### src/rtl/sprite_compositor.sv
// sprite_compositor
//   Draws Pac-Man and the four ghosts into the VGA pixel stream. Sprite
//   positions and Pac-Man's direction are captured into shadow registers on
//   frame_start, so a frame is never drawn from a half-updated set of
//   positions. Each pixel takes a fixed 2-cycle path: a hit test on the
//   shadow positions, then priority/colour selection.
//
//   Build option: define PACMAN_MOUTH_EN to cut a mouth wedge from Pac-Man
//   facing his last move direction. The mouth opens and closes every 8
//   frames. Without the macro Pac-Man is a full square.
//
//   Death sequence FSM
//   state | meaning
//   ALIVE | normal drawing, all sprites visible
//   DYING | ghosts hidden, Pac-Man blinks; runs DEATH_FRAMES frames
module sprite_compositor #(
    parameter int          SPRITE_SIZE  = 16,
    parameter int          DEATH_FRAMES = 60,
    parameter int          BLINK_PERIOD = 8,
    parameter logic [11:0] BG_RGB       = 12'h000
) (
    input  logic        clk,
    input  logic        rst,
    input  logic        frame_start,
    input  logic        pixel_valid,
    input  logic [10:0] pixel_x,
    input  logic [9:0]  pixel_y,
    input  logic [10:0] pacman_pos_x,
    input  logic [9:0]  pacman_pos_y,
    input  logic [10:0] blinky_pos_x,
    input  logic [9:0]  blinky_pos_y,
    input  logic [10:0] pinky_pos_x,
    input  logic [9:0]  pinky_pos_y,
    input  logic [10:0] inky_pos_x,
    input  logic [9:0]  inky_pos_y,
    input  logic [10:0] clyde_pos_x,
    input  logic [9:0]  clyde_pos_y,
    input  logic        pacman_is_dead,
    input  logic [3:0]  pacman_dir,
    output logic [11:0] rgb,
    output logic        rgb_valid,
    output logic [4:0]  sprite_hit
);

    localparam int CW = $clog2(DEATH_FRAMES + 1);

    localparam logic [11:0] PACMAN_RGB = 12'hFF0;
    localparam logic [11:0] BLINKY_RGB = 12'hF00;
    localparam logic [11:0] PINKY_RGB  = 12'hF8F;
    localparam logic [11:0] INKY_RGB   = 12'h0FF;
    localparam logic [11:0] CLYDE_RGB  = 12'hF80;

    typedef enum logic {ALIVE, DYING} state_t;

    state_t          state;
    logic [CW-1:0]   death_cnt;
    logic            dead_q;

    logic [10:0]     pos_x [5];
    logic [9:0]      pos_y [5];
    logic [10:0]     sh_x  [5];
    logic [9:0]      sh_y  [5];
    logic            shadow_ok;

    logic [4:0]      hit_raw;
    logic            wedge;
    logic            pac_blink_on;

    logic [4:0]      s1_hit;
    logic            s1_valid;
    logic            s1_pac_show;
    logic            s1_ghost_show;
    logic [4:0]      s1_vis;

    // Gather the live position inputs in sprite-index order (0 = Pac-Man).
    always_comb begin
        pos_x[0] = pacman_pos_x;  pos_y[0] = pacman_pos_y;
        pos_x[1] = blinky_pos_x;  pos_y[1] = blinky_pos_y;
        pos_x[2] = pinky_pos_x;   pos_y[2] = pinky_pos_y;
        pos_x[3] = inky_pos_x;    pos_y[3] = inky_pos_y;
        pos_x[4] = clyde_pos_x;   pos_y[4] = clyde_pos_y;
    end

    // Capture positions once per frame; the copy takes effect next cycle.
    always_ff @(posedge clk or negedge rst) begin
        if (!rst) begin
            for (int i = 0; i < 5; i++) begin
                sh_x[i] <= '0;
                sh_y[i] <= '0;
            end
            shadow_ok <= 1'b0;
        end else if (frame_start) begin
            for (int i = 0; i < 5; i++) begin
                sh_x[i] <= pos_x[i];
                sh_y[i] <= pos_y[i];
            end
            shadow_ok <= 1'b1;
        end
    end

    // Death sequence: rising edge of pacman_is_dead (re)starts the count.
    always_ff @(posedge clk or negedge rst) begin
        if (!rst) begin
            state     <= ALIVE;
            death_cnt <= '0;
            dead_q    <= 1'b0;
        end else begin
            dead_q <= pacman_is_dead;
            if (pacman_is_dead && !dead_q) begin
                state     <= DYING;
                death_cnt <= '0;
            end else if (frame_start && state == DYING) begin
                if (death_cnt == CW'(DEATH_FRAMES - 1)) begin
                    state     <= ALIVE;
                    death_cnt <= '0;
                end else begin
                    death_cnt <= death_cnt + CW'(1);
                end
            end
        end
    end

    assign pac_blink_on = ((int'(death_cnt) / BLINK_PERIOD) % 2) == 0;

    // Rectangle test; bounds are one bit wider so sprites past the edge clip.
    always_comb begin
        hit_raw = '0;
        for (int i = 0; i < 5; i++) begin
            hit_raw[i] = shadow_ok
                && (pixel_x >= sh_x[i])
                && ({1'b0, pixel_x} < ({1'b0, sh_x[i]} + 12'(SPRITE_SIZE)))
                && (pixel_y >= sh_y[i])
                && ({1'b0, pixel_y} < ({1'b0, sh_y[i]} + 11'(SPRITE_SIZE)));
        end
    end

`ifdef PACMAN_MOUTH_EN
    localparam int OW = $clog2(SPRITE_SIZE);
    localparam int AW = OW + 2;

    logic [3:0]           last_dir;
    logic [3:0]           frame_no;
    logic [OW-1:0]        off_x;
    logic [OW-1:0]        off_y;
    logic signed [AW-1:0] cx;
    logic signed [AW-1:0] cy;
    logic signed [AW-1:0] ax;
    logic signed [AW-1:0] pp;
    logic signed [AW-1:0] pp_mag;

    // Remember the last real move direction and a free-running frame count.
    always_ff @(posedge clk or negedge rst) begin
        if (!rst) begin
            last_dir <= 4'b0001;
            frame_no <= '0;
        end else if (frame_start) begin
            frame_no <= frame_no + 4'd1;
            if (pacman_dir != 4'b0000)
                last_dir <= pacman_dir;
        end
    end

    // Offsets are doubled about the sprite centre so the centre sits between
    // pixels; the wedge is the forward cone |perpendicular| < axial.
    always_comb begin
        off_x  = OW'(pixel_x) - OW'(sh_x[0]);
        off_y  = OW'(pixel_y) - OW'(sh_y[0]);
        cx     = $signed({1'b0, off_x, 1'b0}) - AW'(SPRITE_SIZE - 1);
        cy     = $signed({1'b0, off_y, 1'b0}) - AW'(SPRITE_SIZE - 1);
        ax     = cx;
        pp     = cy;
        case (last_dir)
            4'b0010: begin ax = -cy; pp = cx; end
            4'b0100: begin ax = cy;  pp = cx; end
            4'b1000: begin ax = -cx; pp = cy; end
            default: begin ax = cx;  pp = cy; end
        endcase
        pp_mag = pp[AW-1] ? -pp : pp;
        wedge  = !frame_no[3] && (ax > 0) && (pp_mag < ax);
    end
`else
    logic unused_dir;
    assign unused_dir = ^pacman_dir;
    assign wedge      = 1'b0;
`endif

    // Stage 1: hit vector, valid and the death-sequence visibility masks.
    always_ff @(posedge clk or negedge rst) begin
        if (!rst) begin
            s1_hit        <= '0;
            s1_valid      <= 1'b0;
            s1_pac_show   <= 1'b1;
            s1_ghost_show <= 1'b1;
        end else begin
            s1_valid      <= pixel_valid;
            s1_hit        <= pixel_valid ? {hit_raw[4:1], hit_raw[0] & ~wedge} : 5'b0;
            s1_pac_show   <= (state == ALIVE) || pac_blink_on;
            s1_ghost_show <= (state == ALIVE);
        end
    end

    assign s1_vis = s1_hit & {{4{s1_ghost_show}}, s1_pac_show};

    // Stage 2: priority colour select.
    always_ff @(posedge clk or negedge rst) begin
        if (!rst) begin
            rgb        <= BG_RGB;
            rgb_valid  <= 1'b0;
            sprite_hit <= '0;
        end else begin
            rgb_valid  <= s1_valid;
            sprite_hit <= s1_hit;
            if (!s1_valid)      rgb <= BG_RGB;
            else if (s1_vis[0]) rgb <= PACMAN_RGB;
            else if (s1_vis[1]) rgb <= BLINKY_RGB;
            else if (s1_vis[2]) rgb <= PINKY_RGB;
            else if (s1_vis[3]) rgb <= INKY_RGB;
            else if (s1_vis[4]) rgb <= CLYDE_RGB;
            else                rgb <= BG_RGB;
        end
    end

endmodule

### config.mk
export PLATFORM = sky130hd
export DESIGN_NAME = sprite_compositor
export DESIGN_NICKNAME = d
export VERILOG_FILES = /design/src/rtl/sprite_compositor.sv
export SDC_FILE = /design/constraint.sdc
export NUM_CORES = 1
export LEC_CHECK = 0
export ABC_AREA = 1
export BUFFER_PORTS_ARGS = -buffer_cell sky130_fd_sc_hd__buf_2
export CAP_MARGIN = 0
export CORE_MARGIN = 3
export CORE_UTILIZATION = 58
export CTS_BUF_LIST = sky130_fd_sc_hd__clkbuf_2
export DETAILED_ROUTE_END_ITERATION = 8
export PLACE_DENSITY = 0.81
export SKIP_CTS_REPAIR_TIMING = 1
export SYNTH_ARGS = -nofsm -noshare
export SYNTH_HDL_FRONTEND = slang
export SYNTH_SLANG_ARGS = --single-unit
export TNS_END_PERCENT = 10
### constraint.sdc
create_clock -name clk -period 2 [get_ports clk]
set_input_delay 0.4 -clock clk [delete_from_list [all_inputs] [get_ports clk]]
set_output_delay 0.4 -clock clk [all_outputs]
set_load 0.01 [all_outputs]
==> results of run 1 <==
[power by group through the flow]
stage,Clock (µW),Sequential (µW),Combinational [µW]
6_report,1980,3070,2510
4_1_cts,2010,3060,2250
2_1_floorplan,0,3080,1530
3_3_place_gp,0,3100,2130
5_1_grt,2110,3100,2870
3_5_place_dp,0,3110,2230
[path summary, 6_finish.rpt]
path                                 startpoint                       to  slack [ps]  cells after the start
max                        sh_x[16]$_DFFE_PN0P_      s1_hit[3]$_DFF_PN0_        -110                     11
max reg2reg                sh_x[16]$_DFFE_PN0P_      s1_hit[3]$_DFF_PN0_        -110                     11
max in group asynchronous                   rst  s1_ghost_show$_DFF_PN1_        1220                      3
min reg2reg                 s1_hit[3]$_DFF_PN0_  sprite_hit[3]$_DFF_PN0_         390                      0
min in group asynchronous                   rst     sh_y[37]$_DFFE_PN0P_          90                      2
min                                 frame_start     sh_y[10]$_DFFE_PN0P_          20                      3
[cells by family (layout without fill, tap and decap cells)]
group,count (synthesis),in the layout
other,0,1
adders and majority gates,181,181
buffers and inverters,223,507
DFF,132,132
and+or+nand+nor,594,594
xor gates and xnor gates,45,45
AOI/OAI and AO/OA,191,191
[final cells by class]
class                   count  share of cell area, %
repair buffers            282                   16.2
clock inverters            15                   1.60
multi-input cells        1011                   48.1
flip-flops and latches    132                   25.6
well taps                 225                   2.18
inverters                 193                   5.61
clock buffers              17                  0.659
diodes                      1                 0.0194
[cell usage after synthesis (2+ instances only)]
master      n
a21boi_0    3
clkbuf_1   12
nor3_2      3
nor3_1     14
and3_1      2
buf_2       9
xor2_1     35
nand3_1    52
buf_4       9
nand2_1   397
o21ai_0   107
a21o_1     12
nand3b_1    5
dfrtp_1   130
nor3b_1     5
inv_1     191
o21bai_1    3
xnor2_1    10
ha_1      181
nand2_4     2
dfstp_2     2
o21a_1      2
nand4_1    11
a21oi_1    59
nor2_1     95
and2_1      2
[flip-flops by register name, summed over array words and instances, names as in the netlist]
name,flops
death_cnt,6
state,1
sprite_hit,5
s1_ghost_show,1
dead_q,1
shadow_ok,1
s1_valid,1
rgb,4
sh_x,55
s1_pac_show,1
sh_y,50
rgb_valid,1
s1_hit,5
[per-stage QoR]
step / cells / worst slack [ps] / total power [µW] / utilization, % / hold WS (ps)
floorplan: 1366 / 308 / 4610 / - / 104
global placement: 1724 / 100 / 5230 / 65.5 / 363
detailed placement: 1724 / 36.6 / 5340 / 65.5 / 365
CTS: 1756 / -18.5 / 7330 / 67.2 / -512
global route: 1876 / -192 / 8080 / 74.4 / 5.67
finish: 1876 / -111 / 7560 / 74.4 / 23.1
[worst max-delay path, cell delays in order, from the launching register on]
cell and delay (ps):
dfrtp_1 420, buf_4 110, ha_1 170, nand2_1 70, nor2_1 220, nand3_1 180
xor2_1 180, ha_1 270, and2_1 160, nand2_1 80, nand3_2 70, nor2_1 100
[metal layers]
| layer | vias to the layer above | wire length, µm | GRT usage, % |
|---|---|---|---|
| met1 | 4514 | 11600 | 33.0 |
| met2 | 317 | 13600 | 44.2 |
| met4 | 0 | 820 | 6.64 |
| met3 | 62 | 1670 | 4.64 |
| li1 | 4929 | - | - |
| met5 | - | 0 | 0 |
==> summary.md, run 1 <==
| Metric | Value |
|---|---|
| Simple-Gate Fraction of Synth Area | `23.8%` |
| Final hold violations | `0` |
| GRT Total Usage | `25.5%` |
| DR vias/cell | `5.24` |
| Net Sw Frac | `36.3%` |
| Max Cap Viol | `0` |
| Num CTS Buffers | `17` |
| Post-synth EDFFs | `0` |
| Area of the multi-input gates | `6210 µm²` |
| Final setup fails | `1` |
| Compound-Gate Fraction of Synth Area | `9.88%` |
| Power Internal | `4820 µW` |
| Commonest cells after routing, fill and taps aside | `nand2_1 (396), inv_1 (185), ha_1 (179), buf_2 (146), dfrtp_1 (130)` |
| First-pass GRT wire length | `40300 µm` |
| Via count | `9822` |
| Layout cell share with drive strength beyond 1 | `14.6%` |
| Clk_lat worst skew | `770 ps` |
| Crit-path max FO | `2` |
| Drc violations | `0` |
| CTS max path bufs | `2` |
| Fin crit share | `106%` |
| Cell Pwr Density | `586 nW/µm²` |
| Die H | `139 µm` |
| Commonest non-fill, non-tap cell in the layout | `nand2_1` |
| FMAX | `474 MHz` |
| Reg power frac | `40.6%` |
| Post-Syn Area | `10300 µm²` |
| Critical Path Source Type | `flip-flop` |
| Maximum VDD drop | `0.463 mV` |
| Failing checks | `negative setup slack` |
| Placed inst area | `11400 µm²` |
| Worst EP arrival | `2810 ps` |
| Final ANT Viol Nets | `0` |
| Worst min path class | `input pin to flip-flop` |
| Largest net degree at the start of global routing | `71` |
| Setup Skew | `37.7 ps` |
| Drt pass-1 iters | `6` |
| Clock Power Share | `26.2%` |
| CP endpoint kind | `flip-flop` |
| Die Area | `19400 µm²` |
| P_leak | `0.00703 µW` |
| Outcome | `finished with violations` |
| Distinct cell type count of the synthesized netlist | `39` |
| Vias in the first global route | `8700` |
| Layout area overhead | `25.0%` |
| Final worst path period need | `2110 ps` |
| Synth top area cells | `dfrtp_1 (32%), ha_1 (22%), nand2_1 (14%)` |
| Mux cell area share after synthesis | `0%` |
| Rows | `48` |
| Routability congestion estimate | `0.865` |
| DP HPWL | `19000 µm` |
| Setup Crit Path Kind | `flip-flop to flip-flop` |
| Final slew viol count | `0` |
| Area leader, netlist | `dfrtp_1` |
| Synth async-reset ratio | `100%` |
| Psw | `2740 µW` |
| CTS tree | `done` |
| Synth top area share | `31.5%` |
| Synth Area in Adders | `21.9%` |
| Clock transition at path regs | `220 ps` |
| Ys Warns | `0` |
| Register area | `3310 µm²` |
| Sequential area share after synthesis | `32.0%` |
| RSZ-0062 raised after global routing | `yes` |
| Iter 0 DRT Violations | `646` |
| Setup TNS | `-111 ps` |
| Worst-Margin Slew | `531 ps` |
| Largest family of logic cells by synthesized area | `simple AND/OR/NAND/NOR gates` |
| Final WL | `27700 µm` |
| Clock Root Buffer | `clkbuf_2` |
| Final worst setup slack | `-111 ps` |
| Avg Cell Area, Syn | `7.56 µm²` |
| IO Count | `153` |
| Prevailing post-synth register cell | `dfrtp_1` |
| CTS H-tree depth | `4` |
| Core area | `17400 µm²` |
| Slew headroom | `64.6%` |
| Input/output buffers | `148` |
| #FFs+latches synth | `132` |
| CTS sink cnt | `132` |
| Starting Density | `59.5%` |
| Die width | `139 µm` |
| Cell area after layout | `12900 µm²` |
| Initial antenna violation count | `1` |
| Total grt overflow | `0` |
| Synth Area in XOR/XNOR | `3.82%` |
| Nets | `1953` |
| Filler Cell Count | `1250` |
| Mapped Cells | `1366` |
| Combinational power share | `33.1%` |
| Mapped Nets | `1682` |
| Wire length per cell | `14.8 µm` |
| Critical path required time | `2700 ps` |
Note: power is estimated with default switching activity, not from simulation.
==> run 2: changes to the inputs <==
Settings changed: HOLD_SLACK_MARGIN set to 0.02.
Clock period 2 ns to 2.2 ns, I/O delays scaled along.
==> summary.md, run 2 (synthesis gave the netlist of run 1 again) <==
| Metric | Value |
|---|---|
| Initial antenna violation count | `1 (unchanged)` |
| Final WL | `27500 µm (was 27700 µm)` |
| Die H | `139 µm (unchanged)` |
| RR Endpoint | `s1_hit[3]$_DFF_PN0_ (unchanged)` |
| Drc violations | `0 (unchanged)` |
| Slew headroom | `65.2% (was 64.6%)` |
| Largest net degree at the start of global routing | `117 (was 71)` |
| Via count | `9784 (was 9822)` |
| Grt peak-use layer | `met2 (unchanged)` |
| Starting Density | `59.5% (unchanged)` |
| P_leak | `0.00691 µW (was 0.00703 µW)` |
| Reg power frac | `42.6% (was 40.6%)` |
| Psw | `2450 µW (was 2740 µW)` |
| Critical path required time | `2910 ps (was 2700 ps)` |
| Worst hold path depth | `3 (unchanged)` |
| Worst reg-to-reg setup slack | `210 ps (was -110 ps)` |
| Clock Root Buffer | `clkbuf_2 (unchanged)` |
| Die width | `139 µm (unchanged)` |
| Worst-Margin Slew | `522 ps (was 531 ps)` |
| RSZ-0062 raised after global routing | `no (was yes)` |
| Final ANT Viol Nets | `0 (unchanged)` |
| Drt pass-1 iters | `6 (unchanged)` |
| DR vias/cell | `5.26 (was 5.24)` |
| Num CTS Buffers | `17 (unchanged)` |
| FMAX | `501 MHz (was 474 MHz)` |
| Setup TNS | `0 ps (was -111 ps)` |
| FF-to-FF path depth | `12 (was 11)` |
| Power Internal | `4110 µW (was 4820 µW)` |
| Final worst path period need | `1990 ps (was 2110 ps)` |
| Setup Crit Path Kind | `flip-flop to flip-flop (unchanged)` |
| Clock Power Share | `23.9% (was 26.2%)` |
| Layout area overhead | `22.4% (was 25.0%)` |
| Routability congestion estimate | `0.884 (was 0.865)` |
| Core area | `17400 µm² (unchanged)` |
| Met2 GRT Util | `43.9% (was 44.2%)` |
| IO Count | `153 (unchanged)` |
| Outcome | `complete, no violations (was finished with violations)` |
| Max Cap Viol | `0 (unchanged)` |
| Max reg flops | `55 (unchanged)` |
| DP HPWL | `18900 µm (was 19000 µm)` |
| Rows | `48 (unchanged)` |
| Clk_lat worst skew | `770 ps (about the same)` |
| Maximum VDD drop | `0.487 mV (was 0.463 mV)` |
| Wire length per cell | `14.8 µm (about the same)` |
| First-pass GRT wire length | `40800 µm (was 40300 µm)` |
| Vias in the first global route | `8818 (was 8700)` |
| Combinational power share | `33.5% (was 33.1%)` |
| CP endpoint kind | `flip-flop (unchanged)` |
| Layout cell share with drive strength beyond 1 | `12.4% (was 14.6%)` |
| Die Area | `19400 µm² (unchanged)` |
| Met1 global-route usage | `33.2% (was 33.0%)` |
| Commonest cells after routing, fill and taps aside | `nand2_1 (397), inv_1 (191), ha_1 (181), buf_2 (146), dfrtp_1 (130) (was nand2_1 (396), inv_1 (185), ha_1 (179), buf_2 (146), dfrtp_1 (130))` |
| GRT Total Usage | `25.7% (was 25.5%)` |
| Worst min path class | `input pin to flip-flop (unchanged)` |
| Final setup fails | `0 (was 1)` |
| CTS sink cnt | `132 (unchanged)` |
| Biggest regs | `sh_x (55), sh_y (50), death_cnt (6) (unchanged)` |
| CTS tree | `done (unchanged)` |
| Hold path endpoint | `sh_y[10]$_DFFE_PN0P_ (unchanged)` |
| Final slew viol count | `0 (unchanged)` |
| Iter 0 DRT Violations | `514 (was 646)` |
| Worst EP arrival | `2710 ps (was 2810 ps)` |
| Final hold violations | `0 (unchanged)` |
| Total grt overflow | `0 (unchanged)` |
| Top reg by flops | `sh_x (unchanged)` |
| Setup Skew | `43.7 ps (was 37.7 ps)` |
| Commonest non-fill, non-tap cell in the layout | `nand2_1 (unchanged)` |
| Clock transition at path regs | `220 ps (about the same)` |
| CTS max path bufs | `2 (unchanged)` |
| Critical Path Source Type | `flip-flop (unchanged)` |
| CTS H-tree depth | `4 (unchanged)` |
| Met3 Usage GRT | `4.95% (was 4.64%)` |
| Total power | `6560 µW (was 7560 µW)` |
| Crit-path max FO | `3 (was 2)` |
| Fin crit share | `90.6% (was 106%)` |
| Cell Pwr Density | `519 nW/µm² (was 586 nW/µm²)` |
| Hold_sp | `frame_start (unchanged)` |
| Launch instance of the worst register-to-register path | `sh_x[15]$_DFFE_PN0P_ (was sh_x[16]$_DFFE_PN0P_)` |
| Input/output buffers | `148 (unchanged)` |
| Nets | `1935 (was 1953)` |
| Net Sw Frac | `37.3% (was 36.3%)` |
## run 2: cell types whose count changed in the layout (fill, tap and decap cells not counted), moves of 4 or more
cell and delta:
nor2_1 +4, nand3_1 +4, nand3_2 -4, nor2_2 -4, inv_1 +6, inv_2 -6, buf_4 -17
## run 2: layout make-up
class | instances | area (µm²)
clock buffers | 17 | 85.1
diodes | 2 | 5.00
inverters | 193 | 724
clock inverters | 15 | 158
multi-input cells | 1011 | 6140
fillers | 1277 | 4720
well taps | 225 | 282
repair buffers | 264 | 1940
flip-flops and latches | 132 | 3310
## run 2: how the worst max path moves through the flow
stage / from / end / slack [ps] / depth (start not counted)
finish: sh_x[15]$_DFFE_PN0P_ / s1_hit[3]$_DFF_PN0_ / 210 / 12
CTS: sh_x[28]$_DFFE_PN0P_ / s1_hit[2]$_DFF_PN0_ / 180 / 13
floorplan: sh_x[15]$_DFFE_PN0P_ / s1_hit[3]$_DFF_PN0_ / 510 / 12
global placement: sh_x[28]$_DFFE_PN0P_ / s1_hit[2]$_DFF_PN0_ / 280 / 13
global route: sh_x[15]$_DFFE_PN0P_ / s1_hit[3]$_DFF_PN0_ / 20 / 13
detailed placement: sh_x[28]$_DFFE_PN0P_ / s1_hit[2]$_DFF_PN0_ / 240 / 13
## run 2: stage by stage
| step | utilization (%) | hold slack, ps | worst slack, ps | std cells | cell area (µm²) |
|---|---|---|---|---|---|
| after floorplan | - | 144 | 508 | 1366 | 10300 |
| after global placement | 65.1 | 368 | 280 | 1715 | 11300 |
| after detailed placement | 65.1 | 379 | 243 | 1715 | 11300 |
| after CTS | 66.5 | -441 | 176 | 1747 | 11500 |
| after global routing | 72.8 | 44.2 | 24.1 | 1858 | 12600 |
| final | 72.8 | 75.3 | 206 | 1859 | 12600 |
## run 2: power by group through the flow
stage	registers, µW	clock network [µW]	logic [µW]
6_report	2790	1570	2200
5_1_grt	2820	1690	2530
4_1_cts	2790	1590	2020
3_5_place_dp	2830	0	2000
3_3_place_gp	2820	0	1910
2_1_floorplan	2800	0	1390
## run 2: per-layer routing
layer	wire length, µm	up-vias
li1	-	4899
met1	11700	4521
met2	13500	307
met3	1510	57
met4	699	0
met5	0	-
## run 2: critical path, stage by stage, from the launching register on
cell and delay [ps]:
dfrtp_1 440, inv_1 90, nor3_2 280, xor2_1 180
ha_1 260, a21o_1 180, nor2_1 90, nand2_1 70
nand2_1 70, nand2_1 50, nand2_1 50, nand3_1 90
nor2_1 100
==> run 3: changes to the inputs <==
Clock period 2.2 ns to 2.3 ns, I/O delays scaled along.
==> summary.md, run 3 (synthesis gave the netlist of run 1 again) <==
| Metric | Value |
|---|---|
| Wire length per cell | `15.1 µm (was 14.8 µm)` |
| Drt pass-1 iters | `6 (unchanged)` |
| FF-to-FF path depth | `13 (was 12)` |
| DR vias/cell | `5.30 (was 5.26)` |
| Routability congestion estimate | `0.893 (was 0.884)` |
| Commonest cells after routing, fill and taps aside | `nand2_1 (397), inv_1 (191), ha_1 (181), buf_2 (146), dfrtp_1 (130) (unchanged)` |
| Clk_lat worst skew | `740 ps (was 770 ps)` |
| RSZ-0062 raised after global routing | `no (unchanged)` |
| Max Cap Viol | `0 (unchanged)` |
| Starting Density | `59.5% (unchanged)` |
| Drc violations | `0 (unchanged)` |
| Slew headroom | `62.3% (was 65.2%)` |
| Critical path required time | `2950 ps (was 2910 ps)` |
| Crit-path max FO | `3 (unchanged)` |
| First-pass GRT wire length | `41800 µm (was 40800 µm)` |
| Setup TNS | `0 ps (unchanged)` |
| Die Area | `19400 µm² (unchanged)` |
| Final hold violations | `0 (unchanged)` |
| Hold_sp | `frame_start (unchanged)` |
| Core area | `17400 µm² (unchanged)` |
| FMAX | `487 MHz (was 501 MHz)` |
| Worst hold path depth | `3 (unchanged)` |
| P_leak | `0.00696 µW (was 0.00691 µW)` |
| Final ANT Viol Nets | `0 (unchanged)` |
| Total power | `6770 µW (was 6560 µW)` |
| Setup Skew | `36.6 ps (was 43.7 ps)` |
| Cell area after layout | `12700 µm² (was 12600 µm²)` |
| Hold path endpoint | `sh_y[10]$_DFFE_PN0P_ (unchanged)` |
| Worst EP arrival | `2700 ps (was 2710 ps)` |
| Launch instance of the worst register-to-register path | `sh_x[15]$_DFFE_PN0P_ (unchanged)` |
| Layout area overhead | `23.3% (was 22.4%)` |
| Worst slack at placement | `309 ps (was 243 ps)` |
| IO Count | `153 (unchanged)` |
| Worst reg-to-reg setup slack | `250 ps (was 210 ps)` |
| CTS H-tree depth | `4 (unchanged)` |
| Inst Count DP | `1716 (was 1715)` |
| Placed inst area | `11300 µm² (about the same)` |
| Max reg flops | `55 (unchanged)` |
| Top reg by flops | `sh_x (unchanged)` |
| Fin crit share | `89.2% (was 90.6%)` |
| Clock transition at path regs | `220 ps (about the same)` |
| Cell Pwr Density | `532 nW/µm² (was 519 nW/µm²)` |
| Initial antenna violation count | `1 (unchanged)` |
| RR Endpoint | `s1_hit[3]$_DFF_PN0_ (unchanged)` |
| Final worst setup slack | `247 ps (was 206 ps)` |
| Final Non-Filler Cells | `1860 (was 1859)` |
| Clock Root Buffer | `clkbuf_2 (unchanged)` |
| Final WL | `28100 µm (was 27500 µm)` |
| Die H | `139 µm (unchanged)` |
| Final slew viol count | `0 (unchanged)` |
| Commonest non-fill, non-tap cell in the layout | `nand2_1 (unchanged)` |
| Largest net degree at the start of global routing | `67 (was 117)` |
| Num CTS Buffers | `17 (unchanged)` |
| Final setup fails | `0 (unchanged)` |
| Critical Path Source Type | `flip-flop (unchanged)` |
| Total grt overflow | `0 (unchanged)` |
| CP endpoint kind | `flip-flop (unchanged)` |
| Biggest regs | `sh_x (55), sh_y (50), death_cnt (6) (unchanged)` |
| CTS max path bufs | `2 (unchanged)` |
| Worst-Margin Slew | `566 ps (was 522 ps)` |
| Final worst path period need | `2050 ps (was 1990 ps)` |
| CTS tree | `done (unchanged)` |
| Input/output buffers | `148 (unchanged)` |
| Rows | `48 (unchanged)` |
| CTS sink cnt | `132 (unchanged)` |
| GRT Total Usage | `26.4% (was 25.7%)` |
| Via count | `9851 (was 9784)` |
| DP HPWL | `19100 µm (was 18900 µm)` |
| Nets | `1934 (was 1935)` |
| Layout cell share with drive strength beyond 1 | `12.3% (was 12.4%)` |
| Worst min path class | `input pin to flip-flop (unchanged)` |
| Maximum VDD drop | `0.428 mV (was 0.487 mV)` |
| Setup Crit Path Kind | `flip-flop to flip-flop (unchanged)` |
| Vias in the first global route | `8956 (was 8818)` |
| Die width | `139 µm (unchanged)` |
| Outcome | `complete, no violations (unchanged)` |
| Iter 0 DRT Violations | `581 (was 514)` |
-- run 3: power by group --
group | total, µW | switching, µW | internal, µW | leakage [µW]
clock network | 2000 | 953 | 1040 | 0.000196
logic | 2110 | 1210 | 898 | 0.00513
registers | 2670 | 145 | 2520 | 0.00163
-- run 3: stage by stage --
step	util (%)	hold slack, ps
after global routing	73.3	87.3
after global placement	65.0	360
after floorplan	-	164
after CTS	67.0	-387
final	73.3	151
after detailed placement	65.0	361
-- run 3: final cells by class --
type                    instances  area (µm²)
fillers                      1291        4630
diodes                          4        10.0
well taps                     225         282
clock buffers                  18        90.1
repair buffers                263        1920
clock inverters                14         258
multi-input cells            1011        6140
flip-flops and latches        132        3310
inverters                     193         724
-- run 3: worst max-delay path by stage --
stage,from,end,slack (ps)
finish,sh_x[15]$_DFFE_PN0P_,s1_hit[3]$_DFF_PN0_,250
floorplan,sh_x[15]$_DFFE_PN0P_,s1_hit[3]$_DFF_PN0_,610
CTS,sh_x[15]$_DFFE_PN0P_,s1_hit[3]$_DFF_PN0_,260
global route,sh_x[15]$_DFFE_PN0P_,s1_hit[3]$_DFF_PN0_,60
global placement,pixel_x[6],s1_hit[2]$_DFF_PN0_,360
detailed placement,sh_x[39]$_DFFE_PN0P_,s1_hit[1]$_DFF_PN0_,310
-- run 3: per-layer routing --
metal  global-route usage (%)  wire [µm]  up-vias
met5                        0          0        -
met4                     7.52        807        0
met3                     5.33       1780       66
met2                     45.3      14000      355
met1                     34.0      11500     4531
li1                         -          -     4899
-- run 3: worst max-delay path, stage by stage (launching register included) --
cell and delay [ps]:
dfrtp_1 440, inv_1 100, nor3_2 270, xor2_1 120, ha_1 320, nand2_1 70
nor3b_1 200, nand2_1 100, nand2_1 80, nand2_1 60, nand2_1 60, nand2_1 50
nand3_1 70, nor2_1 40
